$ cat config.mk
export PLATFORM = sky130hd
export DESIGN_NAME = cmult_rr_scheduler
export DESIGN_NICKNAME = d
export VERILOG_FILES = /design/src/rtl/cmult_rr_scheduler.sv
export SDC_FILE = /design/constraint.sdc
export NUM_CORES = 1
export LEC_CHECK = 0
export CORE_AREA = 2 2 203 205
export DETAILED_ROUTE_END_ITERATION = 12
export DIE_AREA = 0 0 205 207
export HOLD_SLACK_MARGIN = 0.06
export PLACE_DENSITY_LB_ADDON = 0.15
export SLEW_MARGIN = 20
export SYNTH_ARGS = -nofsm -noshare
export SYNTH_HDL_FRONTEND = slang
export SYNTH_SLANG_ARGS = --single-unit
$ cat constraint.sdc
create_clock -name clk_i -period 2.2 [get_ports clk_i]
set_input_delay 0.44 -clock clk_i [delete_from_list [all_inputs] [get_ports clk_i]]
set_output_delay 0.44 -clock clk_i [all_outputs]
set_load 0.01 [all_outputs]
$ cat src/rtl/cmult_rr_scheduler.sv
// Round-robin front end for one shared pipelined complex multiplier.
// Grants one requester per cycle, tags each issue and routes results back one-hot.
module cmult_rr_scheduler #(
    parameter int unsigned NUM_REQ = 4,
    parameter int unsigned DW      = 18,
    parameter int unsigned MUL_LAT = 1
) (
    input  logic                  clk_i,
    input  logic                  srst_i,
    input  logic [NUM_REQ-1:0]    req_valid_i,
    output logic [NUM_REQ-1:0]    req_ready_o,
    input  logic [NUM_REQ*DW-1:0] req_a_i_i,
    input  logic [NUM_REQ*DW-1:0] req_a_q_i,
    input  logic [NUM_REQ*DW-1:0] req_b_i_i,
    input  logic [NUM_REQ*DW-1:0] req_b_q_i,
    output logic [DW-1:0]         mul_a_i_o,
    output logic [DW-1:0]         mul_a_q_o,
    output logic [DW-1:0]         mul_b_i_o,
    output logic [DW-1:0]         mul_b_q_o,
    input  logic [2*DW:0]         mul_i_i,
    input  logic [2*DW:0]         mul_q_i,
    output logic [NUM_REQ-1:0]    res_valid_o,
    output logic [2*DW:0]         res_i_o,
    output logic [2*DW:0]         res_q_o,
    output logic                  busy_o
);

    localparam int unsigned IW = (NUM_REQ > 1) ? $clog2(NUM_REQ) : 1;
    localparam int unsigned NS = MUL_LAT + 1;

    logic [IW-1:0] ptr;
    logic [IW-1:0] win;
    logic          found;
    logic          accept;
    int unsigned   idx;

    logic [NS-1:0] tag_vld;
    logic [IW-1:0] tag_idx [NS];

    // Rotating-priority search starting just after the last winner
    always_comb begin
        found = 1'b0;
        win   = '0;
        idx   = 0;
        for (int unsigned i = 0; i < NUM_REQ; i++) begin
            idx = (32'(ptr) + i + 32'd1) % NUM_REQ;
            if (!found && req_valid_i[idx]) begin
                found = 1'b1;
                win   = IW'(idx);
            end
        end
        accept      = found && !srst_i;
        req_ready_o = accept ? (NUM_REQ'(1) << win) : '0;
    end

    // Operand issue, tag pipeline and result return
    always_ff @(posedge clk_i) begin
        if (srst_i) begin
            ptr         <= IW'(NUM_REQ - 1);
            mul_a_i_o   <= '0;
            mul_a_q_o   <= '0;
            mul_b_i_o   <= '0;
            mul_b_q_o   <= '0;
            tag_vld     <= '0;
            for (int unsigned s = 0; s < NS; s++) begin
                tag_idx[s] <= '0;
            end
            res_valid_o <= '0;
            res_i_o     <= '0;
            res_q_o     <= '0;
            busy_o      <= 1'b0;
        end else begin
            if (accept) begin
                mul_a_i_o <= req_a_i_i[32'(win)*DW +: DW];
                mul_a_q_o <= req_a_q_i[32'(win)*DW +: DW];
                mul_b_i_o <= req_b_i_i[32'(win)*DW +: DW];
                mul_b_q_o <= req_b_q_i[32'(win)*DW +: DW];
                ptr       <= win;
            end
            tag_vld    <= {tag_vld[NS-2:0], accept};
            tag_idx[0] <= win;
            for (int unsigned s = 1; s < NS; s++) begin
                tag_idx[s] <= tag_idx[s-1];
            end
            if (tag_vld[NS-1]) begin
                res_i_o     <= mul_i_i;
                res_q_o     <= mul_q_i;
                res_valid_o <= NUM_REQ'(1) << tag_idx[NS-1];
            end else begin
                res_valid_o <= '0;
            end
            // Busy covers every tag still in flight after this edge
            busy_o <= |{tag_vld[NS-2:0], accept};
        end
    end

endmodule

Yosys cells after proc, flatten, opt, wreduce, memory -nomap -nowiden

Memory sizes are Yosys's and may differ from the RTL's.
Index checks and enable logic that the tools add are counted.

$mul: 1
Bitwise operators: 3
Mux-type cells: 22
Add/subtract/negate cells: 6
Shift operators: 6
$lt $le $gt $ge: 4
Reductions and logical operators: 10

Operators by type and width:

| cell                                                | count |
|---|---|
| variable part select 72 x 8 -> 18 bit               | 4 |
| < comparator 2 x 3 -> 1 bit (second input constant) | 4 |
| 2-to-1 mux 2 bit                                    | 6 |
| 2-to-1 mux 1 bit                                    | 11 |
| adder 2 x 1 -> 2 bit (second input constant)        | 4 |
| binary-select mux 1 bit (select 2 bit)              | 4 |
| left shift 1 x 2 -> 4 bit (first input constant)    | 2 |
| multiplier 2 x 4 -> 6 bit (second input constant)   | 1 |
| adder 2 bit (second input constant)                 | 2 |
| logical AND 1 bit                                   | 4 |
| logical NOT 1 bit                                   | 4 |
| 2-to-1 mux 4 bit                                    | 1 |
| OR reduction 2 bit                                  | 2 |
| bitwise OR 1 bit                                    | 2 |
| inverter 1 bit                                      | 1 |

Flip-flop bits (word level): 155
Bits of input ports: 368
Bits in writable memories: 4
Word-level logic and storage cells: 63
Output and inout port bits: 155
Memories: 1

Memories:

| memory  | depth | bits a word | read ports | clocked after memory_dff | wr ports | RTL line | RTL |
|---|---|---|---|---|---|---|---|
| tag_idx | 2     | 2           | 2          | 0                        | 2        | 38       | `logic [IW-1:0] tag_idx [NS];` |

Logic depth before layout (Yosys ltp)

Depth in word-level cells: 15
Gate-level depth with buffers: 9
Depth with buffers taken out: 5

Worst setup path before layout

Ideal clock, no wire load.

Path type: in2out
From: in req_valid_i[2]
To: out req_ready_o[0]
Data required time: 1.760 ns
Slack: 0.012 ns
Path buffers: 3
Arrival time: 1.748 ns
Cell stages on the path: 7
Cells stage by stage: nand2b_1 a21o_1 buf_4 clkbuf_1 clkbuf_1 nand3_1 nor3_1

Cells in the longest elaborated chain, start to end: 14
Elaborated cells on any way between the ends: 25
Those cells by class: shift (1); mux (17); reduce/logical (7)

Ends and longest elaborated chain:

| element                                                               | RTL line | RTL |
|---|---|---|
| start, declared                                                       | 10       | `input logic [NUM_REQ-1:0] req_valid_i,` |
| binary-select mux 1 bit (select 2 bit)                                | 47       | `if (!found && req_valid_i[idx]) begin` |
| 2-to-1 mux 1 bit (not written as such)                                | 47       |  |
| 2-to-1 mux 1 bit                                                      | 47       |  |
| logical NOT 1 bit                                                     | 47       |  |
| logical AND 1 bit                                                     | 47       |  |
| 2-to-1 mux 1 bit                                                      | 47       |  |
| logical NOT 1 bit                                                     | 47       |  |
| logical AND 1 bit                                                     | 47       |  |
| 2-to-1 mux 1 bit                                                      | 47       |  |
| logical NOT 1 bit                                                     | 47       |  |
| logical AND 1 bit                                                     | 47       |  |
| 2-to-1 mux 2 bit / 2-to-1 mux 1 bit (equally long branches)           | 47       |  |
| left shift 1 x 2 -> 4 bit / logical AND 1 bit (equally long branches) | 53, 52   |  |
| 2-to-1 mux 4 bit (*)                                                  | 53       | `req_ready_o = accept ? (NUM_REQ'(1) << win) : '0;` |
| end, declared                                                         | 11       | `output logic [NUM_REQ-1:0] req_ready_o,` |

Mark *: on every way between the ends. The rest lies on a longest branch, timed or not. The select of a mux whose other input is x is not followed.

Final worst setup path

From: in req_valid_i[2]
To: out req_ready_o[1]

Same word-level chain as after synthesis.

==> results.txt <==
Run status - finished clean
Vias per inst - 4.48
Clk_lat worst skew - 0.44 ns
Synth Net Count - 1315
Post-synthesis mux area share - 18.0%
Drt drc - 0
Worst path cell trace - dlygate4sd2_1, nand2b_1, a21o_4, and3_1, nor3_2, buf_2
Finished Cell Area - 14800 sq um
CP arrival - 1.66 ns
Slew @ Worst Pin - 0.974 ns
HPWL after DPL - 28400 um
Mean Syn Cell Area - 8.58 sq um
Post-Synth Simple-Gate Area - 16.6%
Int Power - 0.00635 W
Sw Ratio - 29.2%
Total congestion overflow - 0
Share of layout cells above drive strength 1 - 7.28%
Max Cap Violations - 0
Pwr dens - 606 nW/um^2
Register bit count reported by yosys - 159
Critical Path Max Stage Delay - 0.29 ns
Die height - 207 um
Final hold vios - 0
Critical Path End Type - primary output
RePlAce Congestion - 0.810
Master of the slowest instance on the critical path - dlygate4sd2_1
Largest family of logic cells by synthesized area - multiplexers
Clk slew on worst S/H paths - 0.07 ns
Worst setup margin - 0.104 ns
Synthesized area - 8130 sq um
Synth top area share - 39.2%
Critical path launch point type - input port
Sequential power share - 37.0%
Antenna-violating nets left - 0
Worst-path maximum fanout - 4
Total GRT Usage - 17.0%
TritonRoute pass-1 iters - 4
Setup-failing EPs final - 0
Worst relative slew slack - 35.0%
Layout Skew - 0.0118 ns
Xor/xnor cell area share of the yosys netlist - 0%
CTS Buf Count - 17
Clock sinks - 159
Die area - 42400 sq um
Clock share of power - 32.6%
WL final - 37100 um
Max Fclk - 0.477 GHz
Synth area leader - dfxtp_1
Combinational share of power - 30.5%
Post-synthesis sequential area ratio - 39.2%
Area contributors post-synth - dfxtp_1 (39%), mux2i_1 (18%), and4_1 (7.5%), o211ai_1 (6.6%), a31oi_1 (5.5%)
Top Family by Delay on Critical Path - simple AND/OR/NAND/NOR gates
Peak supply drop - 0.374 mV
Synthesis Warnings - 0
Hold/Removal Path Class - register to register
Most used DFF post-synth - dfxtp_1
First-pass GRT wire length - 54800 um
I/O pins - 523
Post-Synthesis Cells - 947
Dpl cell area - 14200 sq um
Vias in the first global route - 9047
Drt wl/cell - 18.6 um
Clock tree buffer depth - 2
Min cycle time layout - 2.10 ns
Ratio of final minimum period to clock period - 95.3%
P_leak - 5.79 nW
Core area - 40400 sq um
Core Rows - 74
Die X - 205 um
Antenna violations before repair - 7
Sw power - 0.00261 W
Final Slew Violations - 0
Crit path buf inv count - 2
Critical Path RT - 1.76 ns
Clock tree from TritonCTS - done
Compound-Gate Fraction of Synth Area - 17.5%
Clk root buf - clkbuf_16
Initial drt markers - 287
Starting Density - 20.1%
Post-synth EDFFs - 0
Hold_buf cts - 0
Adder-Cell Fraction of Synth Area - 0%
Largest net degree at the start of global routing - 87
Synthesis-to-finish area growth - 81.9%
Cell variety after synth - 35
Post-Place Worst Slack - -0.572 ns
Post-layout nets - 1813
PortBufs - 522
Worst setup path class - input port to primary output
Async SR Flop Fraction - 0%
CTS HTree Levels - 4
Vias - 8919
-- path summary, 6_finish.rpt --
kind	start	endpoint	slack, ns	cells past startpoint
worst max register to register	ptr[0]$_SDFFE_PP1P_	mul_a_i_o[0]$_SDFFE_PP0P_	0.13	8
worst min register to register	tag_vld[0]$_SDFF_PP0_	tag_vld[1]$_SDFF_PP0_	0.45	1
worst min-delay path	tag_vld[0]$_SDFF_PP0_	tag_vld[1]$_SDFF_PP0_	0.45	1
worst max-delay path	req_valid_i[2]	req_ready_o[1]	0.10	6
-- layout by cell type, fill, tap and decap left out, drive strengths merged, types with 6 or more instances in the layout --
cell type	n
dfxtp	159
nor2	82
and4	70
buf	58
o21ai	71
mux2i	146
clkinv	6
nand2	76
a31oi	72
clkdlybuf4s50	513
clkbuf	21
o211ai	71
inv	77
-- what timing repair did --
action	CTS	global route
buffers inserted	1	0
gates resized for setup	26	8
pin swaps	1	2
setup endpoints to repair	6	4
gates cloned	0	0
-- cells in the mapped netlist, types with 2 or more instances --
cell / n
nand2_1: 76
dfxtp_1: 159
nor2_1: 82
a21oi_1: 3
mux2i_1: 146
o211ai_1: 71
nand2b_1: 4
nor4bb_1: 2
clkbuf_1: 72
buf_1: 8
a31oi_1: 72
nor3_1: 2
a2111oi_0: 3
o21ai_0: 67
inv_2: 2
nor2b_1: 3
inv_1: 72
buf_6: 7
o21ai_1: 3
buf_4: 2
or2_2: 2
and3_1: 2
buf_2: 6
and4_1: 70
-- layout make-up --
type	instances	area, sq um
inverters	74	278
multi-input cells	618	4310
fillers	4197	25600
well taps	532	666
clock inverters	11	108
clock buffers	20	447
repair buffers	575	5780
flip-flops and latches	159	3190
diodes	4	10.0
-- flip-flops by register name (all words and copies together) (netlist names), 4 cells and up --
signal / cells
tag_idx: 4
mul_b_i_o: 18
mul_a_i_o: 18
res_q_o: 37
res_i_o: 37
res_valid_o: 4
mul_b_q_o: 18
mul_a_q_o: 18
-- kinds of logic after synthesis --
| group | Yosys count |
|---|---|
| AOI/OAI and AO/OA | 224 |
| buffers and inverters | 170 |
| DFF | 159 |
| muxes | 146 |
| and+or+nand+nor | 248 |
-- per-layer routing --
| layer | global-route usage, % | part of all wire, % |
|---|---|---|
| met5 | 0 | 0.11 |
| met4 | 5.85 | 2.2 |
| met1 | 19.3 | 40 |
| met3 | 5.10 | 8.3 |
| met2 | 30.1 | 49 |
-- power groups by stage --
stage               combinational [W]  clock [W]  sequential [W]
floorplan                     0.00100          0         0.00347
global placement              0.00276          0         0.00337
detailed placement            0.00276          0         0.00338
CTS                           0.00277    0.00306         0.00332
global route                  0.00295    0.00315         0.00335
finish                        0.00273    0.00292         0.00331
-- through the flow --
stage / hold slack [ns] / util, % / setup TNS [ns] / total power [W] / instances
final: 0.451 / 36.6 / 0 / 0.00897 / 1993
after global routing: 0.465 / 36.6 / -0.000870 / 0.00944 / 1993
after CTS: 0.422 / 36.6 / 0 / 0.00914 / 1989
after detailed placement: 0.427 / 35.2 / -25.90 / 0.00614 / 1957
after global placement: 0.418 / 35.2 / -23.11 / 0.00613 / 1957
after floorplan: 0.414 / - / 0 / 0.00448 / 947
Power figures use the tool's default switching activity.
==> patch 1: new RTL, same flow settings <==
Set the parameter `MUL_LAT` to 2 (it was 1).
--- a/src/rtl/cmult_rr_scheduler.sv
+++ b/src/rtl/cmult_rr_scheduler.sv
@@ -3,7 +3,7 @@
 module cmult_rr_scheduler #(
     parameter int unsigned NUM_REQ = 4,
     parameter int unsigned DW      = 18,
-    parameter int unsigned MUL_LAT = 1
+    parameter int unsigned MUL_LAT = 2
 ) (
     input  logic                  clk_i,
     input  logic                  srst_i,
Function: changed (a bounded check fails within 4 cycles, from zero or initial values and one cycle with srst_i high).
==> patch 1 against the unedited design <==
Synthesized area rose by 2.9%; wire length fell by 4.2%; register-to-register slack improved by 20 ps; sequential cell count rose by 3; core utilization rose by 0.25 points; global-route usage fell by 0.63 points; synthesized cell count fell by 8.1%; worst setup slack improved by 5.0 ps; die area did not move; power rose by 2.0%; clock skew barely moved; worst hold slack got worse by 170 ps; cell area rose by 0.68%.
==> patch 1: results (changes against the unedited design) <==
Status
  • Run status: finished, final reports clean

GRT
  • Met1 Usage GRT: 18.6% (-0.73 points)
  • Largest net degree at the start of global routing: 100 (+15%)
  • Initial antenna violation count: 6 (-1)
  • Vias in the first global route: 8467 (-6.4%)
  • GR met2 Demand/Resource: 28.5% (-1.7 points)
  • First-pass GRT wire length: 52.6 mm (-3.9%)

Synth
  • Sequential share of the synthesized area: 38.8% (-0.39 points)
  • Net Count, Synth: 1238 (-5.9%)
  • Synth area leaders: dfxtp_1 39%, mux2i_1 18%, nand3_1 8.0%

Setup path
  • CP max stage delay: 340 ps (+50 ps)
  • Critical path class: reg -> out
  • Slowest stage cell, crit path: dfxtp_2
  • R2R depth: 7 (-1)
  • Reg-to-Reg End: mul_a_i_o[7]

Hold path
  • Worst hold start: srst_i
  • Hold depth: 2 (+1)
  • Hold Path Class: in -> reg
  • Hold EP: ptr[0]

Route
  • M1 WL: 14.1 mm (-5.0%)
  • DR WL met2: 17.6 mm (-3.5%)
  • Iter 0 DRT Violations: 286 (-0.35%)
  • Vias per cell: 4.40 (-1.6%)

Cells and area
  • Nets: 1746 (-3.7%)
  • Final instance area: 0.0149 sq mm (+0.68%)
  • Fillcell total: 4199 (+0.048%)

Place
  • Dpl hpwl: 27.1 mm (-4.4%)

Power and ir drop
  • Peak supply drop: 388 uV (+3.9%)
  • Static leakage: 0.00547 uW (-5.5%)
==> patch 1: cell count changes after synthesis, sizes merged, moves of 34 or more <==
cell / delta
nand3: +132
inv: -73
a31oi: -72
mux2: +72
and4: -70
o21ai: -67
o311ai: +66
o211ai: -65
clkbuf: -34
==> patch 1: power breakdown <==
part           internal (uW)  switching (uW)
sequential              3210             156
combinational           1690            1180
clock                   1530            1380
total                   6430            2720
==> patch 1: cell type report <==
type	count	area share (%)
tap	532	4.47
antenna	4	0.0672
timing repair buffer	577	38.9
multi-input combinational	619	30.9
sequential	162	21.8
inverter	1	0.0252
clock inverter	12	0.664
clock buffer	20	3.07
==> patch 1: per-stage QoR <==
| stage | std cells | total power (uW) |
|---|---|---|
| 2_1_floorplan | 870 | 4780 |
| 3_3_place_gp | 1890 | 6330 |
| 3_5_place_dp | 1890 | 6340 |
| 4_1_cts | 1923 | 9350 |
| 5_1_grt | 1925 | 9650 |
| 6_report | 1927 | 9150 |
==> patch 1: cells by family (layout without fill, tap and decap cells) <==
logic type             Yosys count  count (layout)  share of synthesized area (%)
AO/OA/AOI/OAI                   81              81                           9.05
buffers and inverters           89             610                           6.72
flip-flops                     162             162                           38.8
multiplexers                   219             219                           28.2
other                            0               4                              0
AND/OR/NAND/NOR                319             319                           17.2
==> patch 1: worst max-delay path by stage <==
stage	slack [ps]	end	cells past startpoint
after floorplan	190	req_ready_o[0]	5
after global placement	-580	mul_b_i_o[16]	8
after detailed placement	-630	mul_b_i_o[16]	8
after CTS	50	req_ready_o[3]	5
after global routing	30	req_ready_o[0]	5
final	110	req_ready_o[3]	5
==> patch 1: worst register-to-register path, stage by stage (launching register included) <==
cell,delay (ps)
dfxtp_2,350
and2b_4,210
o21ai_2,160
and3_4,250
buf_4,170
buf_12,260
mux2i_1,380
o311ai_1,110
==> patch 2: new RTL, same flow settings <==
Made on the original files. Reset style: asynchronous (`srst_i`), changed in one clocked block.
--- a/src/rtl/cmult_rr_scheduler.sv
+++ b/src/rtl/cmult_rr_scheduler.sv
@@ -54,7 +54,7 @@
     end
 
     // Operand issue, tag pipeline and result return
-    always_ff @(posedge clk_i) begin
+    always_ff @(posedge clk_i or posedge srst_i) begin
         if (srst_i) begin
             ptr         <= IW'(NUM_REQ - 1);
             mul_a_i_o   <= '0;
Formal check against the unedited RTL: differs if srst_i is asserted again (counterexample within 4 cycles, from zero or initial values and one cycle with srst_i high); with srst_i held inactive, the same outputs for 4 cycles.
==> patch 2 against the unedited design <==
Largest cell class unchanged; the flow now finishes with violations (negative setup slack); first-iteration DRC count decreased by 16%; clock power grew 8.9%; power increased by 21%; cell area fell by 0.45%; cell count down 9.8%; clock skew down 3.6 ps; sequential share of layout area rose by 5.5 points; largest power group is now combinational logic; wire length increased by 3.2%; synthesized area decreased by 2.8%; sequential power grew 11%; sequential cell count unchanged; worst setup slack got worse by 150 ps; register-to-register slack got worse by 60 ps.
==> patch 2: results (changes against the unedited design) <==
Status
  • Run status: finished with violations
  • Failing checks: negative setup slack

Synth
  • Syn_area_per_cell: 11.0 sq um (+28%)
  • Commonest cells in the netlist: 157 x dfrtp_1, 78 x nand2_1, 76 x nor2_1
  • Post-synthesis cell count: 719 (-24%)
  • Compound-Gate Fraction of Synth Area: 23.7% (+6.3 points)
  • Net Count, Synth: 1087 (-17%)
  • Synth area leaders: dfrtp_1 50%, mux2_2 11%, o211ai_1 6.8%
  • Fraction of registers with async set/reset: 100% (+100 points)
  • Sequential share of the synthesized area: 50.4% (+11 points)
  • Post-synthesis mux area share: 10.7% (-7.3 points)
  • Synth cell types: 45 (+29%)
  • Post-synth top flop: dfrtp_1

Power and ir drop
  • Static leakage: 0.00559 uW (-3.4%)
  • Peak supply drop: 476 uV (+27%)

Cells and area
  • Non-Clock Buffer Count: 588 (+2.3%)
  • Top flop regs: res_i_o x37, res_q_o x37
  • Fin cells: 1797 (-9.8%)
  • Register area: 0.00398 sq mm (+25%)
  • Inverters: 6 (-92%)
  • Signal buf overhead: 40.2% (+1.2 points)
  • Multi-input logic area: 0.00351 sq mm (-19%)
  • Multi-input logic cell count: 479 (-22%)
  • Layout cells sized above 1: 17.2% (+10 points)
  • ANT cells: 1 (-3)
  • Fillcell total: 4095 (-2.4%)
  • Clock-cell share of area: 4.17% (+0.42 points)
  • Seq cells: 159 (unchanged)
  • Nets: 1619 (-11%)

GRT
  • First-pass GRT wire length: 55.6 mm (+1.5%)
  • Initial antenna violation count: 1 (-6)
  • GRT Util Overall: 17.6% (+0.57 points)
  • Largest net degree at the start of global routing: 100 (+15%)
  • Vias in the first global route: 8476 (-6.3%)

Timing
  • Least-Margin Pin Slew: 882 ps (-92.0 ps)
  • Setup violators final: 4 (+4)
  • Worst setup margin: -42.9 ps (-147 ps)
  • Skew final: 8.19 ps (-3.62 ps)

Place
  • Dpl cell area: 0.0140 sq mm (-1.6%)
  • Port bufs: 522 (unchanged)
  • Pre-CTS setup slack: -738 ps (-166 ps)
  • Dpl hpwl: 28.4 mm (about the same)
  • GPL Wtd Cong: 0.786 (-3.0%)

Hold path
  • Hold depth: 0 (-1)

Route
  • DR WL met2: 18.7 mm (+2.2%)
  • M1 WL: 15.0 mm (+0.98%)
  • Total vias in the final route: 8104 (-9.1%)
  • Met3 wire length: 3.90 mm (+26%)
  • Iter 0 DRT Violations: 240 (-16%)
  • DR top layer: met4
  • Wirelength per Cell: 21.3 microns (+14%)

Setup path
  • Largest fanout on the critical path: 6 (+2)
  • CP arrival: 1800 ps (+140 ps)

CTS
  • Setup Buffers After CTS: 6 (+5)
  • Post-cts resize count: 33 (+27%)
  • Longest Clk Path Bufs: 2 (unchanged)
[patch 2: cell count changes in the layout (fill, tap and decap cells not counted), moves of 11 or more]
| cell | unedited run | this run |
|---|---|---|
| and4_1 | 70 | 0 |
| dfrtp_1 | 0 | 156 |
| a221oi_2 | 0 | 14 |
| o21ai_0 | 67 | 1 |
| mux2i_1 | 146 | 0 |
| dfxtp_1 | 157 | 0 |
| buf_4 | 38 | 49 |
| a221oi_1 | 0 | 58 |
| mux2_2 | 0 | 75 |
| inv_1 | 72 | 4 |
[patch 2: layer usage]
| metal | vias up | GRT usage (%) |
|---|---|---|
| met3 | 28 | 6.18 |
| met1 | 3896 | 20.5 |
| met4 | 0 | 5.38 |
| met2 | 372 | 30.1 |
| met5 | - | 0 |
| li1 | 3808 | - |
[patch 2: worst max-delay path, cell delays in order (launching register included)]
cell     delay [ps]
dfstp_2         560
buf_6           130
and2b_2         160
o21ai_2          60
and3_4          170
nor3_2          140
buf_2           150
[patch 2: final timing paths]
path | startpoint | slack (ps) | end
min in group asynchronous | srst_i | 410 | res_q_o[18]
worst min-delay path | tag_idx[2] | 350 | tag_idx[0]
worst max-delay path | ptr[0] | -40 | req_ready_o[3]
max in group asynchronous | srst_i | 1040 | mul_b_q_o[5]
worst max register to register | ptr[1] | 70 | mul_b_i_o[10]
worst min register to register | tag_idx[2] | 350 | tag_idx[0]
[patch 2: through the flow]
step / util (%) / hold slack (ps) / setup TNS, ps
2_1_floorplan: - / 331 / -42120
3_3_place_gp: 34.6 / 333 / -25160
3_5_place_dp: 34.6 / 336 / -25430
4_1_cts: 36.3 / 350 / -325
5_1_grt: 36.5 / 360 / -2420
6_report: 36.5 / 348 / -96.4
[patch 2: report_power, final]
part           internal, uW  switching [uW]  total (uW)
Combinational          2220            1760        3980
Clock                  1800            1390        3180
Sequential             3420             267        3680
